$ cat config.mk
export PLATFORM = sky130hd
export DESIGN_NAME = pulpino_to_usb_fifo
export DESIGN_NICKNAME = d
export VERILOG_FILES = /design/src/rtl/pulpino_chan_pkg.sv /design/src/rtl/toggle_sync.sv /design/src/rtl/pulpino_to_usb_fifo.sv
export SDC_FILE = /design/constraint.sdc
export NUM_CORES = 1
export LEC_CHECK = 0
export CAP_MARGIN = 20
export CORE_ASPECT_RATIO = 0.6
export CORE_MARGIN = 4
export CORE_UTILIZATION = 34
export CTS_CLUSTER_DIAMETER = 80
export DETAILED_ROUTE_END_ITERATION = 10
export PLACE_DENSITY = 0.63
export SYNTH_ARGS = -nofsm -noshare
export SYNTH_HDL_FRONTEND = slang
export SYNTH_SLANG_ARGS = --single-unit
$ cat constraint.sdc
create_clock -name clk -period 3.1 [get_ports clk]
set_input_delay 0.62 -clock clk [delete_from_list [all_inputs] [get_ports clk]]
set_output_delay 0.62 -clock clk [all_outputs]
set_load 0.01 [all_outputs]
$ cat src/rtl/pulpino_chan_pkg.sv
// Shared constants for the PULPino-to-USB byte channel and the status word
// that the register file builds from its flags.
package pulpino_chan_pkg;

    localparam int DEF_DEPTH      = 16;
    localparam int DEF_DATA_WIDTH = 8;

    localparam int STAT_EMPTY_BIT     = 0;
    localparam int STAT_FULL_BIT      = 1;
    localparam int STAT_UNDERFLOW_BIT = 2;

    // One extra bit so a full FIFO (count == depth) is representable.
    function automatic int cnt_w(input int depth);
        return $clog2(depth) + 1;
    endfunction

endpackage

$ cat src/rtl/toggle_sync.sv
// Two-flop synchroniser for a level-toggle signal, followed by an edge
// detector that emits a registered one-cycle event per level change.
module toggle_sync (
    input  logic clk,
    input  logic reset_i,
    input  logic toggle_i,
    output logic event_o
);

    logic r_s1;
    logic r_s2;
    logic r_s3;
    logic r_event;

    // Reset loads the raw input so a toggle held high through reset is not an event.
    always_ff @(posedge clk) begin
        if (reset_i) begin
            r_s1    <= toggle_i;
            r_s2    <= toggle_i;
            r_s3    <= toggle_i;
            r_event <= 1'b0;
        end else begin
            r_s1    <= toggle_i;
            r_s2    <= r_s1;
            r_s3    <= r_s2;
            r_event <= r_s2 ^ r_s3;
        end
    end

    assign event_o = r_event;

endmodule

$ cat src/rtl/pulpino_to_usb_fifo.sv
// Byte FIFO from PULPino firmware (toggle/ack handshake) to the USB register
// file (synchronised pop toggle), with sticky underflow and a flush pulse.
module pulpino_to_usb_fifo
    import pulpino_chan_pkg::*;
#(
    parameter int pDEPTH      = DEF_DEPTH,
    parameter int pDATA_WIDTH = DEF_DATA_WIDTH
) (
    input  logic                     clk,
    input  logic                     reset_i,
    input  logic [pDATA_WIDTH-1:0]   pulpino_data_i,
    input  logic                     pulpino_write_toggle_i,
    output logic                     pulpino_ack_toggle_o,
    input  logic                     usb_pop_toggle_i,
    input  logic                     clear_i,
    output logic [pDATA_WIDTH-1:0]   usb_head_o,
    output logic [$clog2(pDEPTH):0]  usb_count_o,
    output logic                     usb_empty_o,
    output logic                     usb_full_o,
    output logic                     underflow_o
);

    localparam int PTR_W = $clog2(pDEPTH);
    localparam int CNT_W = cnt_w(pDEPTH);
    localparam logic [CNT_W-1:0] DEPTH_C = CNT_W'(pDEPTH);

    logic [pDATA_WIDTH-1:0] r_mem [pDEPTH];
    logic [PTR_W-1:0]       r_wptr;
    logic [PTR_W-1:0]       r_rptr;
    logic [CNT_W-1:0]       r_count;
    logic [pDATA_WIDTH-1:0] r_pend_data;
    logic                   r_pending;
    logic                   r_wr_tog_q;
    logic                   r_ack;
    logic                   r_underflow;

    logic w_pop_evt;
    logic w_wr_edge;
    logic w_push;
    logic w_pop_ok;

    toggle_sync u_pop_sync (
        .clk      (clk),
        .reset_i  (reset_i),
        .toggle_i (usb_pop_toggle_i),
        .event_o  (w_pop_evt)
    );

    // A full FIFO still accepts the pending byte when a pop frees a slot this cycle.
    always_comb begin
        w_wr_edge = pulpino_write_toggle_i ^ r_wr_tog_q;
        w_pop_ok  = w_pop_evt && !clear_i && !reset_i && (r_count != '0);
        w_push    = r_pending && !clear_i && !reset_i &&
                    ((r_count != DEPTH_C) || w_pop_evt);
    end

    always_ff @(posedge clk) begin
        if (w_push) begin
            r_mem[r_wptr] <= r_pend_data;
        end
    end

    always_ff @(posedge clk) begin
        if (reset_i) begin
            r_wptr      <= '0;
            r_rptr      <= '0;
            r_count     <= '0;
            r_pend_data <= '0;
            r_pending   <= 1'b0;
            r_wr_tog_q  <= pulpino_write_toggle_i;
            r_ack       <= 1'b0;
            r_underflow <= 1'b0;
        end else begin
            r_wr_tog_q <= pulpino_write_toggle_i;
            if (clear_i) begin
                r_wptr      <= '0;
                r_rptr      <= '0;
                r_count     <= '0;
                r_underflow <= 1'b0;
                // Dropped byte is still acknowledged so firmware never stalls.
                if (r_pending) begin
                    r_pending <= 1'b0;
                    r_ack     <= ~r_ack;
                end else if (w_wr_edge) begin
                    r_pending   <= 1'b1;
                    r_pend_data <= pulpino_data_i;
                end
            end else begin
                if (w_push) begin
                    r_wptr    <= r_wptr + PTR_W'(1);
                    r_pending <= 1'b0;
                    r_ack     <= ~r_ack;
                end else if (!r_pending && w_wr_edge) begin
                    r_pending   <= 1'b1;
                    r_pend_data <= pulpino_data_i;
                end
                if (w_pop_ok) begin
                    r_rptr <= r_rptr + PTR_W'(1);
                end
                if (w_pop_evt && (r_count == '0)) begin
                    r_underflow <= 1'b1;
                end
                case ({w_push, w_pop_ok})
                    2'b10:   r_count <= r_count + CNT_W'(1);
                    2'b01:   r_count <= r_count - CNT_W'(1);
                    default: r_count <= r_count;
                endcase
            end
        end
    end

    assign pulpino_ack_toggle_o = r_ack;
    assign usb_count_o          = r_count;
    assign usb_empty_o          = (r_count == '0);
    assign usb_full_o           = (r_count == DEPTH_C);
    assign underflow_o          = r_underflow;
    assign usb_head_o           = (r_count == '0) ? '0 : r_mem[r_rptr];

endmodule

# Word level (Yosys, flattened, before mapping)
# Memories as Yosys holds them, arrays and structs flattened. A register that Yosys moved wholly into a read port is not among the register bits.
# Index checks and enable logic that the tools add are counted.
[classes]
add_sub_neg = 4
n_eq_ne = 8
mux = 21
n_bitwise = 3
reduce_logical = 21
[ops]
columns = ["operator", "n"]
rows = [
  ["8-bit 2-to-1 mux", 6],
  ["1-bit 2-to-1 mux", 12],
  ["5-bit one-hot mux with 2 select lines", 1],
  ["4-bit by 1-bit adder with 4-bit output, second input constant", 2],
  ["1-bit logical AND", 8],
  ["4-bit 2-to-1 mux", 2],
  ["2-bit nonzero test", 3],
  ["5-bit by 1-bit adder with 5-bit output, second input constant", 1],
  ["5-bit == test, second input constant", 1],
  ["5-bit logical NOT", 1],
  ["5-bit != test, second input constant", 1],
  ["5-bit nonzero test", 1],
  ["5-bit by 1-bit subtractor with 5-bit output, second input constant", 1],
  ["2-bit by 1-bit != test with 1-bit output, second input constant", 2],
  ["2-bit != test, second input constant", 2],
  ["4-bit AND reduction", 1],
  ["1-bit logical NOT", 3],
  ["3-bit nonzero test", 1],
  ["2-bit by 1-bit == test with 1-bit output, second input constant", 1],
  ["2-bit == test, second input constant", 1],
  ["2-bit AND reduction", 1],
  ["2-bit OR reduction", 1],
  ["1-bit bitwise XOR", 2],
  ["1-bit logical OR", 1],
  ["1-bit NOT", 1],
]
[totals]
regBits = 29
ramBits = 128
inputBits = 13
output_inout_bits = 17
wordCells = 70
n_memories = 1
[mem_list]
columns = ["memory", "words", "word_bits", "read_ports", "rd_clocked_by_memory_dff", "wr", "line_no", "rtl"]
rows = [
  ["r_mem", 16, 8, 1, 1, 1, "pulpino_to_usb_fifo.sv:27", "logic [pDATA_WIDTH-1:0] r_mem [pDEPTH];"],
]

# Logic depth before layout (Yosys ltp)
# Gate-level depths: netlist (run 1).
[depth]
word_depth = 6
depth_mapped = 13
ltp_nobuf = 10

# Cells and area by module
# Synthesis (run 1) repeated with hierarchy kept, for this count alone.
[hier_totals]
cells_unflattened = 379
hier_area_um2 = 6448.7
[modules_own_cells]
columns = ["mod", "n_inst", "cells_per_inst", "area_per_inst_um2", "seq_area_each_um2"]
rows = [
  ["pulpino_to_usb_fifo", 1, 368, 6334.8, 4424.2],
  ["toggle_sync", 1, 11, 113.9, 80.1],
]

# Worst setup path before layout (run 1)
# OpenSTA, ideal clock, no wires.
[synth_path]
path_kind = "input to register"
start = "in reset_i"
end = "reg r_count[2] (netlist: usb_count_o[2])"
setup_time_ns = 0.070
arrival_ns = 2.889
required_time_ns = 3.030
setup_slack_ns = 0.141
cell_stages = 12
path_buffers = 2
path_cell_list = "clkbuf_1 -> nor2_1 -> o311a_4 -> inv_1 -> ha_1 -> buf_2 -> xor2_1 -> ha_1 -> a21oi_1 -> xor2_1 -> or3_1 -> a21oi_1"
[synth_via]
elab_chain_cells = 5
word_cells_on_any_way = 10
classes_between = "2 x eq/ne; 1 x mux; 7 x reduce/logical"
[synth_lines]
columns = ["element", "line_no", "rtl"]
rows = [
  ["start: declaration", "pulpino_to_usb_fifo.sv:10", "input logic reset_i,"],
  ["1-bit logical NOT", "pulpino_to_usb_fifo.sv:52, pulpino_to_usb_fifo.sv:53", ""],
  ["1-bit logical AND (on tied branches) (2 in series)", "pulpino_to_usb_fifo.sv:52, pulpino_to_usb_fifo.sv:53", ""],
  ["2-bit by 1-bit == test with 1-bit output / 2-bit == test (equally long branches)", "pulpino_to_usb_fifo.sv:103", "case ({w_push, w_pop_ok})"],
  ["5-bit one-hot mux with 2 select lines / 2-bit nonzero test (equally long branches)", "-", ""],
  ["end signal: assignment", "pulpino_to_usb_fifo.sv:104", "2'b10: r_count <= r_count + CNT_W'(1);"],
  ["end signal: assignment", "pulpino_to_usb_fifo.sv:105", "2'b01: r_count <= r_count - CNT_W'(1);"],
  ["end signal: assignment", "pulpino_to_usb_fifo.sv:106", "default: r_count <= r_count;"],
  ["end: declaration", "pulpino_to_usb_fifo.sv:30", "logic [CNT_W-1:0] r_count;"],
]
# Several ways; a longest one is shown, not always the timed one.
# A chain may end at the register's enable or synchronous reset.

==> impl_metrics.yaml, run 1 <==
layout:
  syn_to_final_growth_pct: 20.5
  fin_util_pct: 42.5
  stdcell_area_um2: 7800
  diodes: 0
  nets: 455
  layout-drive-gt1-share_pct: 22.6
synth:
  ys_async_sr_fraction_pct: 0
  syn_nets: 403
  ys_ff_latch: 161
  ys.flop_type: "edfxtp_1"
  avgSynthCellArea_um2: 16.9
  ys_warn_count: 0
  synth_edf_count: 128
  ys_types: 43
  seq_area_frac_synth_pct: 69.6
  synthCells: 382
  netlist_area_um2: 6470
grt:
  grt_max_degree: 33
  globalRouteTotalUtil_pct: 12.4
  antenna_found_initial: 0
  overflow: 0
  grt_pass1_wl_um: 19900
  grt_pass1_vias: 3486
floorplanning:
  die_h_um: 115
  ios: 30
  initial_core_util_pct: 35.3
  core_um2: 18400
  die_w_um: 186
  dieArea_um2: 21400
  rows: 38
power:
  p_per_area_nw_per_um2: 590
  ir_drop_mv: 0.326
  p_leak_nw: 2.63
sta:
  post-route-min-period_ns: 3.02
  fin_crit_sh_pct: 97.6
  fin_skew_ns: 0.0108
  rsz0062_at_grt: "no"
  fin_ws_ns: 0.0754
  finalSetupViolCount: 0
  max_freq_mhz: 331
  tightest_slew_ns: 0.704
  final_hold_viol_count: 0
  timing.final.max_slew_violations: 0
  setup_tns_ns: 0
  slew_headroom_pct: 53.0
route:
  dr_total_vias: 3448
  drc: 0
  first_pass_iters: 4
  routed_via_density: 5.02
  drt.antenna.violating_nets: 0
  routedWlPerCell_um: 18.6
  drt_wl_total_um: 12800
  drtIter0Drc: 188
critical_path:
  cp_max_fo: 17
  crit_arrival_ns: 2.40
  crit_type: "reg -> out"
  crit_required_ns: 2.48
  critPathLaunchType: "flop"
  cp-end-kind: "output port"
placed_design:
  place_area_um2: 7190
  hpwl_um: 8420
  place_ws_ns: 0.000935
  io_buffers: 29
  globalplace.congestion: 0.765
run_status:
  status: "finished clean"
clocking:
  insertion_delay_ns: 0.42
  cts-root-buf: "clkbuf_16"
  htree_levels: 4
  path_clk_slew_ns: 0.07
  cts_tree: "built"
  cts_sinks: 161
  hold_buffers: 0
  numCtsBuffers: 17
  clockBufferDepth: 2
  post_cts_buffers: 0
run:
  maxCapViolCount: 0
worst_hold_path:
  hold_path.class: "reg -> reg"
layer usage:
| metal | routed length, um | global-route usage [%] | part of all wire, % | vias up |
|---|---|---|---|---|
| met5 | 0 | 0 | 0 | - |
| met1 | 6510 | 18.8 | 51 | 1775 |
| li1 | - | - | - | 1589 |
| met2 | 5570 | 17.5 | 44 | 72 |
| met3 | 573 | 3.00 | 4.5 | 12 |
| met4 | 123 | 4.12 | 0.96 | 0 |
timing repair:
| item | in CTS | in global routing |
|---|---|---|
| gates resized for setup | 12 | 2 |
| endpoints found under the setup margin | 8 | 2 |
| gates cloned | 0 | 0 |
cell type report:
class	instances	area [um^2]
fill	1629	10600
clock inverter	13	163
multi-input combinational	189	1840
clock buffer	19	433
sequential	161	4500
inverter	8	30.0
timing repair buffer	57	532
tap	240	300
synth_stat cells (2+ instances only):
library cell	number	share of area, %
inv_1	8	0.46
mux4_2	32	11
edfxtp_1	128	59
nand2b_1	4	0.39
nor3_1	5	0.39
xor2_1	7	0.95
xnor2_1	3	0.41
nor2_2	2	0.19
dfxtp_1	33	10
nand2_1	9	0.52
mux2i_1	20	3.1
buf_2	9	0.70
o21ai_0	6	0.46
a21o_1	2	0.23
nand3_1	7	0.54
a211oi_1	16	1.9
a21oi_1	4	0.31
clkbuf_1	10	0.58
nor2_1	35	2.0
or4_1	2	0.23
nor2b_1	8	0.77
ha_1	8	1.5
buf_6	2	0.35
o211ai_1	3	0.35
worst max-delay path, stage by stage, from the launching register on:
cell	delay, ns
dfxtp_1	0.36
buf_12	0.20
mux4_2	0.52
nor2b_1	0.16
a211oi_1	0.30
a211oi_1	0.12
dlygate4sd2_1	0.33
power by group:
part	internal, mW	total, mW	switching, mW
sequential	2.36	2.42	0.0557
clock	1.27	2.09	0.819
combinational	0.0509	0.0966	0.0456
cells by family after synthesis:
| group | count (synthesis) | synth area share, % |
|---|---|---|
| flops | 161 | 69.6 |
| compound gates | 39 | 4.83 |
| fa+ha+maj | 8 | 1.55 |
| mux | 52 | 14.2 |
| simple gates | 80 | 6.11 |
| buf+inv | 32 | 2.34 |
| xor+xnor | 10 | 1.35 |
worst paths after layout:
path / depth (start not counted) / slack, ns / end / start
setup / recovery: 6 / 0.08 / usb_head_o[0] / flop
hold / removal: 2 / 0.46 / u_pop_sync.r_s2 / u_pop_sync.r_s1
setup reg to reg: 10 / 0.15 / usb_count_o[4] / usb_count_o[0]
hold reg to reg: 2 / 0.46 / u_pop_sync.r_s2 / u_pop_sync.r_s1
placed cells by master, fill, tap and decap left out, types with 2 or more instances in the layout:
cell,netlist,layout
nand2b_1,4,4
edfxtp_1,128,128
or4_1,2,2
buf_4,1,24
clkinv_1,0,2
bufinv_16,0,3
nand3_1,7,7
nor2b_1,8,8
inv_1,8,8
a21oi_1,4,4
a211oi_1,16,13
xor2_1,7,7
clkbuf_1,10,2
buf_12,0,3
a21o_1,2,2
nor3_1,5,5
mux2i_1,20,19
o21ai_0,6,6
dfxtp_1,33,33
a211oi_2,0,3
clkdlybuf4s50_1,0,21
dlygate4sd2_1,0,8
o211ai_1,3,3
mux4_2,32,32
xnor2_1,3,3
nor2_1,35,35
clkbuf_16,0,17
ha_1,8,8
clkinv_4,0,5
nand2_1,9,9
registers in the layout, summed over array words and instances, names as in the netlist, named ones only:
name                  count
r_pending                 1
pulpino_ack_toggle_o      1
u_pop_sync.event_o        1
r_wr_tog_q                1
underflow_o               1
r_wptr                    4
r_pend_data               8
u_pop_sync.r_s3           1
r_rptr                    4
u_pop_sync.r_s1           1
r_mem                   128
u_pop_sync.r_s2           1
usb_count_o               5
through the flow:
stage	std cells	total power [mW]	hold slack (ns)
2_1_floorplan	382	2.50	0.415
3_3_place_gp	655	2.55	0.422
3_5_place_dp	655	2.56	0.455
4_1_cts	687	4.63	0.469
5_1_grt	687	4.74	0.487
6_report	687	4.60	0.462
Note: power is estimated with default switching activity, not from simulation.
==> inputs of run 2 (changes only) <==
MAX_ROUTING_LAYER = met4   (was default)
PLACE_DENSITY = 0.61   (was 0.63)
clock period = 3.5 ns   (was 3.1 ns; I/O delays follow)
==> impl_metrics.yaml, run 2 (synthesis gave the netlist of run 1 again) <==
run_status:
  status: "finished clean"
layout:
  regMostFlops: "r_mem"
  layout_common_cells: "128 x edfxtp_1, 35 x nor2_1, 32 x mux4_2"
  nets: 454
  fin_cells: 686
  layout_commonest_cell: "edfxtp_1"
  diodes: 0
  layout-drive-gt1-share_pct: 22.9
  largest_register_ffs: 128
  syn_to_final_growth_pct: 20.5
  stdcell_area_um2: 7800
  fin_util_pct: 42.5
critical_path:
  crit_arrival_ns: 2.67
  crit_required_ns: 2.80
  critical_path.slowest_cell: "clkdlybuf4s50_1"
  max_stage_delay_ns: 0.53
  cp-end-kind: "output port"
  r2r_end: "usb_count_o[3]"
  cp_common_cell: "a211oi_1"
  cp_max_fo: 11
  reg2reg_depth: 9
  path_cells: "buf_12 -> mux4_2 -> a211oi_1 -> a211oi_1 -> clkdlybuf4s50_1"
  regToRegSetupSlack_ns: 0.56
  critPathLaunchType: "flop"
  crit_type: "reg -> out"
  reg2reg_from: "usb_count_o[0]"
sta:
  tightest_slew_ns: 0.757
  final_hold_viol_count: 0
  fin_ws_ns: 0.135
  fin_skew_ns: 0.0101
  fin_crit_sh_pct: 96.2
  finalSetupViolCount: 0
  timing.final.max_slew_violations: 0
  max_freq_mhz: 297
  slew_headroom_pct: 49.4
  hold_ws_ns: 0.446
  post-route-min-period_ns: 3.37
  setup_tns_ns: 0
  rsz0062_at_grt: "no"
power:
  internal-power_mw: 3.12
  ir_drop_mv: 0.306
  p_per_area_nw_per_um2: 528
  p_clk_share_pct: 45.9
  pwr-share-seq_pct: 52.1
  swShare_pct: 24.2
  p_total_mw: 4.11
  p_leak_nw: 2.59
  power.switching_uw: 995
  p_comb_share_pct: 2.1
grt:
  grt_max_degree: 33
  grt_pass1_vias: 3594
  antenna_found_initial: 0
  globalRouteTotalUtil_pct: 13.9
  overflow: 0
  grt_pass1_wl_um: 21200
floorplanning:
  ios: 30
  rows: 38
  die_w_um: 186
  core_um2: 18400
  initial_core_util_pct: 35.3
  dieArea_um2: 21400
  die_h_um: 115
route:
  drtIter0Drc: 321
  dr_total_vias: 3474
  drt_wl_total_um: 13400
  drt.antenna.violating_nets: 0
  drc: 0
  first_pass_iters: 5
  routedWlPerCell_um: 19.6
  routed_via_density: 5.06
clocking:
  insertion_delay_ns: 0.43
  clockBufferDepth: 2
  htree_levels: 4
  path_clk_slew_ns: 0.07
  hold_buffers: 0
  numCtsBuffers: 17
  cts-root-buf: "clkbuf_16"
  cts_tree: "built"
  cts_sinks: 161
placed_design:
  placedCellCount: 654
  io_buffers: 29
  hpwl_um: 8890
  place_area_um2: 7170
  place_ws_ns: 0.306
  globalplace.congestion: 0.800
worst_hold_path:
  hp-start: "u_pop_sync.r_s1"
  hold_end: "u_pop_sync.r_s2"
  hold_path.class: "reg -> reg"
  holdPathStages: 2
run:
  maxCapViolCount: 0
[run 2: cell count changes in the layout (fill, tap and decap cells not counted), moves of 3 or more]
cell	before	now
inv_8	0	3
a211oi_1	13	16
clkinv_4	5	1
a211oi_2	3	0
bufinv_16	3	0
dlygate4sd2_1	8	0
clkdlybuf4s50_1	21	29
clkinv_8	0	6
[run 2: power groups by stage]
stage               logic (mW)  clock network (mW)  registers, mW
detailed placement      0.0851                   0           2.19
global route            0.0932                2.02           2.15
global placement        0.0827                   0           2.18
finish                  0.0845                1.89           2.14
CTS                     0.0854                1.92           2.14
floorplan               0.0526                   0           2.16
[run 2: worst max-delay path: cells and delay by family, from the launching register on]
kind / cells / cell delay, ns
DFF: 1 / 0.50
AOI/OAI and AO/OA: 2 / 0.53
muxes: 1 / 0.49
buffers and inverters: 2 / 0.71
[run 2: what timing repair did]
action | CTS | global route
endpoints found under the setup margin | 4 | 0
resized for setup | 2 | 0
buffers inserted | 0 | 0
[run 2: cell type report]
cell class                      instances  area (um^2)
Inverter                                8         30.0
Timing Repair Buffer                   56          518
Tap cell                              240          300
Clock inverter                         15          199
Fill cell                            1635        10600
Multi-Input combinational cell        189         1820
Sequential cell                       161         4510
Clock buffer                           17          425
[run 2: worst max path at each step]
| stage | end | from | slack (ns) | cells after the start |
|---|---|---|---|---|
| after floorplan | usb_count_o[2] | reset_i | 0.46 | 12 |
| after global placement | usb_count_o[2] | clear_i | 0.39 | 11 |
| after detailed placement | usb_count_o[2] | clear_i | 0.31 | 11 |
| after CTS | usb_head_o[5] | flop | 0.08 | 5 |
| after global routing | usb_head_o[6] | flop | 0.009 | 5 |
| final | usb_head_o[5] | flop | 0.13 | 5 |
[run 2: per-layer routing]
metal / share of wire (%) / track usage, %
met5: 0 / -
met4: 0.81 / 3.64
met3: 4.7 / 3.10
met2: 46 / 20.6
met1: 49 / 19.5
==> inputs of run 3 (changes only) <==
SKIP_LAST_GASP = 1   (was default)
==> results of run 3 <==
Same layout as run 2: the final DEF is identical, and so are final timing and power.
